==> src/rtl/health_alarm_monitor.sv <==
// Multi-channel threshold monitor. Each channel latches a low/high alarm after
// PERSIST consecutive out-of-range valid samples. Alarms are held until acknowledged.
module health_alarm_monitor #(
  parameter int CH      = 4,
  parameter int DW      = 8,
  parameter int PERSIST = 3,
  parameter int CNTW    = 8
) (
  input  logic               clk,
  input  logic               rst,
  input  logic               sample_valid,
  input  logic [CH*DW-1:0]   sample_data,
  input  logic [CH*DW-1:0]   low_thr,
  input  logic [CH*DW-1:0]   high_thr,
  input  logic [CH-1:0]      ch_enable,
  input  logic [CH-1:0]      alarm_ack,
  output logic [CH-1:0]      low_alarm,
  output logic [CH-1:0]      high_alarm,
  output logic               alarm_any,
  output logic [CH*CNTW-1:0] event_count
);

  localparam int RW = $clog2(PERSIST + 1);
  localparam logic [RW-1:0]   RUN_LAST = RW'(PERSIST - 1);
  localparam logic [CNTW-1:0] CNT_MAX  = '1;

  typedef enum logic [2:0] {
    S_NORMAL,
    S_PEND_LOW,
    S_PEND_HIGH,
    S_ALM_LOW,
    S_ALM_HIGH
  } state_t;

  logic [CH-1:0] w_low_alarm;
  logic [CH-1:0] w_high_alarm;
  logic          r_alarm_any;

  genvar gi;
  generate
    for (gi = 0; gi < CH; gi++) begin : g_ch
      state_t          r_state, w_state_next;
      logic [RW-1:0]   r_run, w_run_next;
      logic [RW-1:0]   w_run_base;
      logic [CNTW-1:0] r_count;
      logic            w_enter;
      logic [DW-1:0]   w_data, w_lo, w_hi;
      logic            w_is_low, w_is_high;

      assign w_data    = sample_data[gi*DW +: DW];
      assign w_lo      = low_thr[gi*DW +: DW];
      assign w_hi      = high_thr[gi*DW +: DW];
      // LOW wins when the thresholds are inverted; equality is in range.
      assign w_is_low  = (w_data < w_lo);
      assign w_is_high = !w_is_low && (w_data > w_hi);

      always_ff @(posedge clk) begin
        if (rst) begin
          r_state <= S_NORMAL;
          r_run   <= '0;
          r_count <= '0;
        end else begin
          r_state <= w_state_next;
          r_run   <= w_run_next;
          if (w_enter && (r_count != CNT_MAX)) r_count <= r_count + 1'b1;
        end
      end

      always_comb begin
        w_state_next = r_state;
        w_run_next   = r_run;
        w_enter      = 1'b0;
        w_run_base   = '0;
        if (!ch_enable[gi]) begin
          w_state_next = S_NORMAL;
          w_run_next   = '0;
        end else begin
          case (r_state)
            S_ALM_LOW, S_ALM_HIGH: begin
              if (alarm_ack[gi]) begin
                w_state_next = S_NORMAL;
                w_run_next   = '0;
              end
            end
            default: begin
              if (sample_valid) begin
                // A run continues only in the same direction; otherwise it restarts at 1.
                if (w_is_low) begin
                  w_run_base = (r_state == S_PEND_LOW) ? r_run : '0;
                  if (w_run_base == RUN_LAST) begin
                    w_state_next = S_ALM_LOW;
                    w_run_next   = '0;
                    w_enter      = 1'b1;
                  end else begin
                    w_state_next = S_PEND_LOW;
                    w_run_next   = w_run_base + 1'b1;
                  end
                end else if (w_is_high) begin
                  w_run_base = (r_state == S_PEND_HIGH) ? r_run : '0;
                  if (w_run_base == RUN_LAST) begin
                    w_state_next = S_ALM_HIGH;
                    w_run_next   = '0;
                    w_enter      = 1'b1;
                  end else begin
                    w_state_next = S_PEND_HIGH;
                    w_run_next   = w_run_base + 1'b1;
                  end
                end else begin
                  w_state_next = S_NORMAL;
                  w_run_next   = '0;
                end
              end
            end
          endcase
        end
      end

      assign w_low_alarm[gi]                = (r_state == S_ALM_LOW);
      assign w_high_alarm[gi]               = (r_state == S_ALM_HIGH);
      assign event_count[gi*CNTW +: CNTW]   = r_count;
    end
  endgenerate

  always_ff @(posedge clk) begin
    if (rst) r_alarm_any <= 1'b0;
    else     r_alarm_any <= |{w_low_alarm, w_high_alarm};
  end

  assign low_alarm  = w_low_alarm;
  assign high_alarm = w_high_alarm;
  assign alarm_any  = r_alarm_any;

endmodule

==> config.mk <==
export PLATFORM = sky130hd
export DESIGN_NAME = health_alarm_monitor
export DESIGN_NICKNAME = d
export VERILOG_FILES = /design/src/rtl/health_alarm_monitor.sv
export SDC_FILE = /design/constraint.sdc
export NUM_CORES = 1
export LEC_CHECK = 0
export ABC_CLOCK_PERIOD_IN_PS = 6800
export BUFFER_PORTS_ARGS = -buffer_cell sky130_fd_sc_hd__buf_4
export CAP_MARGIN = 15
export CORE_MARGIN = 4
export CORE_UTILIZATION = 45
export CTS_CLUSTER_DIAMETER = 100
export DETAILED_ROUTE_END_ITERATION = 7
export HOLD_SLACK_MARGIN = 0.1
export PLACE_DENSITY = 0.72
export SYNTH_ARGS = -nofsm -noshare
export SYNTH_HDL_FRONTEND = slang
export SYNTH_SLANG_ARGS = --single-unit
==> constraint.sdc <==
create_clock -name clk -period 6.8 [get_ports clk]
set_input_delay 0.68 -clock clk [delete_from_list [all_inputs] [get_ports clk]]
set_output_delay 0.68 -clock clk [all_outputs]
set_load 0.1 [all_outputs]
==> results.json <==
{
  "clock_skew_after_layout_ns": 0.00518,
  "clock_tree_from_tritoncts": "done",
  "synthesis.nets": 750,
  "min-delay-path-class": "reg -> reg",
  "power.leakage_uw": 0.00277,
  "area_growth_pct": 28.6,
  "end_kind": "register",
  "synth_warnings": 0,
  "cts-root-to-sink-buffers": 2,
  "post_cts_resize_count": 0,
  "clk_pin_slew_ns": 0.10,
  "cts_max_level": 2,
  "antennaDiodeCount": 0,
  "die_h_um": 109,
  "post_route_hold_slack_ns": 0.501,
  "cts.root.buffer_cell": "sky130_fd_sc_hd__clkbuf_8",
  "postRouteWirelength_mm": 10.9,
  "worstPathArrival_ns": 3.33,
  "timing.setup.tns_ns": 0,
  "hpwl_mm": 9.06,
  "syn-cell-area_um2": 4590,
  "critical_path.max_stage_delay_ns": 0.88,
  "post_cts_buffers": 0,
  "startpoint_type": "primary input",
  "vias": 4446,
  "worst_pin_slew_ns": 0.993,
  "slew_headroom": 0.336,
  "timing.final.crit_share": 0.460,
  "drive_gt1_frac": 0.231,
  "die_area_um2": 11900,
  "outcome": "completed",
  "synth_area_per_cell_um2": 7.94,
  "setup.worst_path.class": "in -> reg",
  "timing.fmax_ghz": 0.320,
  "antenna_left": 0,
  "drt-wirelength-per-cell_um": 12.8,
  "cts.sink_count": 53,
  "drt_iter0_drc": 235,
  "cts.hold.buffers_added": 0,
  "grt_pass1_vias": 4183,
  "synth_enable_flop_cells": 0,
  "grtUsageTotal": 0.177,
  "ir_worst_vdd_v": 0.0000908,
  "floorplan.initialDensity": 0.466,
  "io-pin-count": 148,
  "timing.final.crit_period_ns": 3.13,
  "power.density_cell_area_nw_per_um2": 123,
  "worst_slack_ns": 3.67,
  "fp.dieW_um": 109,
  "cpMostUsedCell": "sky130_fd_sc_hd__nand4_1",
  "pre_cts_slack_ns": 3.34,
  "placementRows": 36,
  "synth_ff_type": "sky130_fd_sc_hd__dfxtp_1",
  "max_slew_violation_total_from_the_final_report": 0,
  "totalPowerFinal_uw": 725,
  "setup_viol": 0,
  "tritoncts.num_buffers": 5,
  "timing.critical_path.cells": "buf_4 > ha_1 > nand4_1 > o31ai_1 > nor2_1 > nor4b_2 > nand4_1 > mux2_1",
  "worstPathRequired_ns": 7.00,
  "cp_slowest_cell": "sky130_fd_sc_hd__nor4b_2",
  "synth.lib_cells_used.distinct": 65,
  "replace_congestion": 0.797,
  "clk_lat_worst_skew_ns": 0.31,
  "max-cap-violations": 0,
  "grt_overflow_total": 0,
  "async_flop_share": 0,
  "hold_violations": 0,
  "port_buffers": 147,
  "final_net_count": 889,
  "flip_flop_and_latch_count_after_synthesis": 53,
  "critPathMaxFanout": 11,
  "grt_max_degree": 44,
  "unrepaired_setup_endpoints_after_global_routing": "false",
  "grt_antenna_before_repair": 0,
  "post_synth_inst_count": 579,
  "yosysSeqAreaShare": 0.231,
  "remaining_drc_errors": 0,
  "grt_first_pass_wirelength_mm": 17.8,
  "viasPerCell": 5.22,
  "firstDrtPassIters": 4,
  "core_region_area_um2": 9860
}
## registers in the layout, indices dropped and copies added, names as in the netlist
signal and flops:
alarm_any 1, g_ch.r_count 32, g_ch.r_run 8, g_ch.r_state 12
## cell usage in the layout (no fill, tap or decap), types with 4 or more instances in the layout
cell type and n:
sky130_fd_sc_hd__a211oi_1 14, sky130_fd_sc_hd__a21o_1 14, sky130_fd_sc_hd__a21oi_1 37, sky130_fd_sc_hd__a22oi_1 5
sky130_fd_sc_hd__a31oi_1 5, sky130_fd_sc_hd__a32oi_1 4, sky130_fd_sc_hd__and2_1 5, sky130_fd_sc_hd__and3_1 8
sky130_fd_sc_hd__buf_4 147, sky130_fd_sc_hd__clkbuf_8 5, sky130_fd_sc_hd__dfxtp_1 53, sky130_fd_sc_hd__ha_1 64
sky130_fd_sc_hd__inv_1 77, sky130_fd_sc_hd__mux2i_1 5, sky130_fd_sc_hd__nand2_1 29, sky130_fd_sc_hd__nand2b_1 11
sky130_fd_sc_hd__nand3_1 18, sky130_fd_sc_hd__nand3b_1 5, sky130_fd_sc_hd__nand4_1 14, sky130_fd_sc_hd__nor2_1 68
sky130_fd_sc_hd__nor2b_1 16, sky130_fd_sc_hd__nor3_1 4, sky130_fd_sc_hd__nor3b_1 7, sky130_fd_sc_hd__o211ai_1 11
sky130_fd_sc_hd__o21a_1 4, sky130_fd_sc_hd__o21ai_0 11, sky130_fd_sc_hd__xnor2_1 17
## cell usage after synthesis (3+ instances only)
library cell / count / share of area
sky130_fd_sc_hd__a22oi_1: 5 / 0.0082
sky130_fd_sc_hd__nor2b_1: 16 / 0.022
sky130_fd_sc_hd__mux2_1: 3 / 0.0074
sky130_fd_sc_hd__o21a_1: 4 / 0.0065
sky130_fd_sc_hd__a31oi_1: 5 / 0.0068
sky130_fd_sc_hd__nor2_1: 68 / 0.056
sky130_fd_sc_hd__a2111oi_4: 3 / 0.018
sky130_fd_sc_hd__a221oi_1: 3 / 0.0057
sky130_fd_sc_hd__or3_1: 3 / 0.0041
sky130_fd_sc_hd__a211oi_1: 14 / 0.023
sky130_fd_sc_hd__nand2b_1: 11 / 0.015
sky130_fd_sc_hd__inv_1: 77 / 0.063
sky130_fd_sc_hd__nand3_1: 18 / 0.020
sky130_fd_sc_hd__buf_2: 4 / 0.0044
sky130_fd_sc_hd__clkbuf_1: 9 / 0.0074
sky130_fd_sc_hd__xnor2_1: 17 / 0.032
sky130_fd_sc_hd__and2_1: 5 / 0.0068
sky130_fd_sc_hd__or3b_1: 3 / 0.0057
sky130_fd_sc_hd__a32oi_1: 4 / 0.0076
sky130_fd_sc_hd__and3_1: 8 / 0.011
sky130_fd_sc_hd__nor3_1: 4 / 0.0044
sky130_fd_sc_hd__nand4_1: 14 / 0.019
sky130_fd_sc_hd__o21ai_0: 11 / 0.012
sky130_fd_sc_hd__nand2_1: 29 / 0.024
sky130_fd_sc_hd__a41o_1: 3 / 0.0065
sky130_fd_sc_hd__dfxtp_1: 53 / 0.23
sky130_fd_sc_hd__nor3b_1: 7 / 0.011
sky130_fd_sc_hd__nand3b_1: 5 / 0.0082
sky130_fd_sc_hd__a21o_1: 14 / 0.023
sky130_fd_sc_hd__a21oi_1: 37 / 0.040
sky130_fd_sc_hd__ha_1: 64 / 0.17
sky130_fd_sc_hd__mux2i_1: 5 / 0.011
sky130_fd_sc_hd__and3b_1: 3 / 0.0057
sky130_fd_sc_hd__o211ai_1: 11 / 0.018
## metrics by stage
step                      cell area (um^2)   util  cells
after CTS                             5910  0.599    852
final                                 5910  0.599    852
after global placement                5790  0.587    844
after floorplan                       4590      -    579
after detailed placement              5790  0.587    844
after global routing                  5910  0.599    852
## routing by layer
layer  global-route usage  part of all wire  vias up
met5                    0                 0        -
met4               0.0198            0.0039        0
met3               0.0355             0.069        7
met2                0.321              0.48       95
met1                0.224              0.45     2001
li1                     -                 -     2343
## logic make-up after synthesis
kind of cell               after synthesis  share of synthesized area
and+or+nand+nor                        204                      0.233
AOI/OAI and AO/OA                      141                      0.231
buffers and inverters                   92                     0.0795
adders and majority gates               64                      0.174
DFF                                     53                      0.231
xor gates and xnor gates                17                     0.0324
muxes                                    8                     0.0182
## final timing paths
check / cells past startpoint / endpoint / slack [ns] / from
min reg2reg: 1 / g_ch[3].r_count[6] / 0.50 / g_ch[3].r_count[6]
min: 1 / g_ch[3].r_count[6] / 0.50 / g_ch[3].r_count[6]
max reg2reg: 7 / g_ch[3].r_count[4] / 4.07 / g_ch[3].r_state[2]
max: 8 / g_ch[3].r_count[4] / 3.67 / sample_data[31]
## layout make-up
class	instances	area, um^2
Sequential cell	53	1060
Fill cell	910	3960
Timing Repair Buffer	147	1100
Clock buffer	5	68.8
Inverter	77	289
Tap cell	133	166
Multi-Input combinational cell	434	3170
Clock inverter	3	50.0
## critical path: cells and delay by family
kind | cells | cell delay (ns)
and+or+nand+nor | 4 | 1.35
muxes | 1 | 0.34
adders and majority gates | 1 | 0.31
buffers and inverters | 1 | 0.11
AOI/OAI and AO/OA | 1 | 0.53
## report_power, final
| part | leakage (uW) | switching, uW | internal, uW |
|---|---|---|---|
| Sequential | 0.000428 | 4.70 | 313 |
| Clock | 0.0000603 | 115 | 113 |
| Combinational | 0.00228 | 84.7 | 94.1 |
Note: power is estimated with default switching activity, not from simulation.
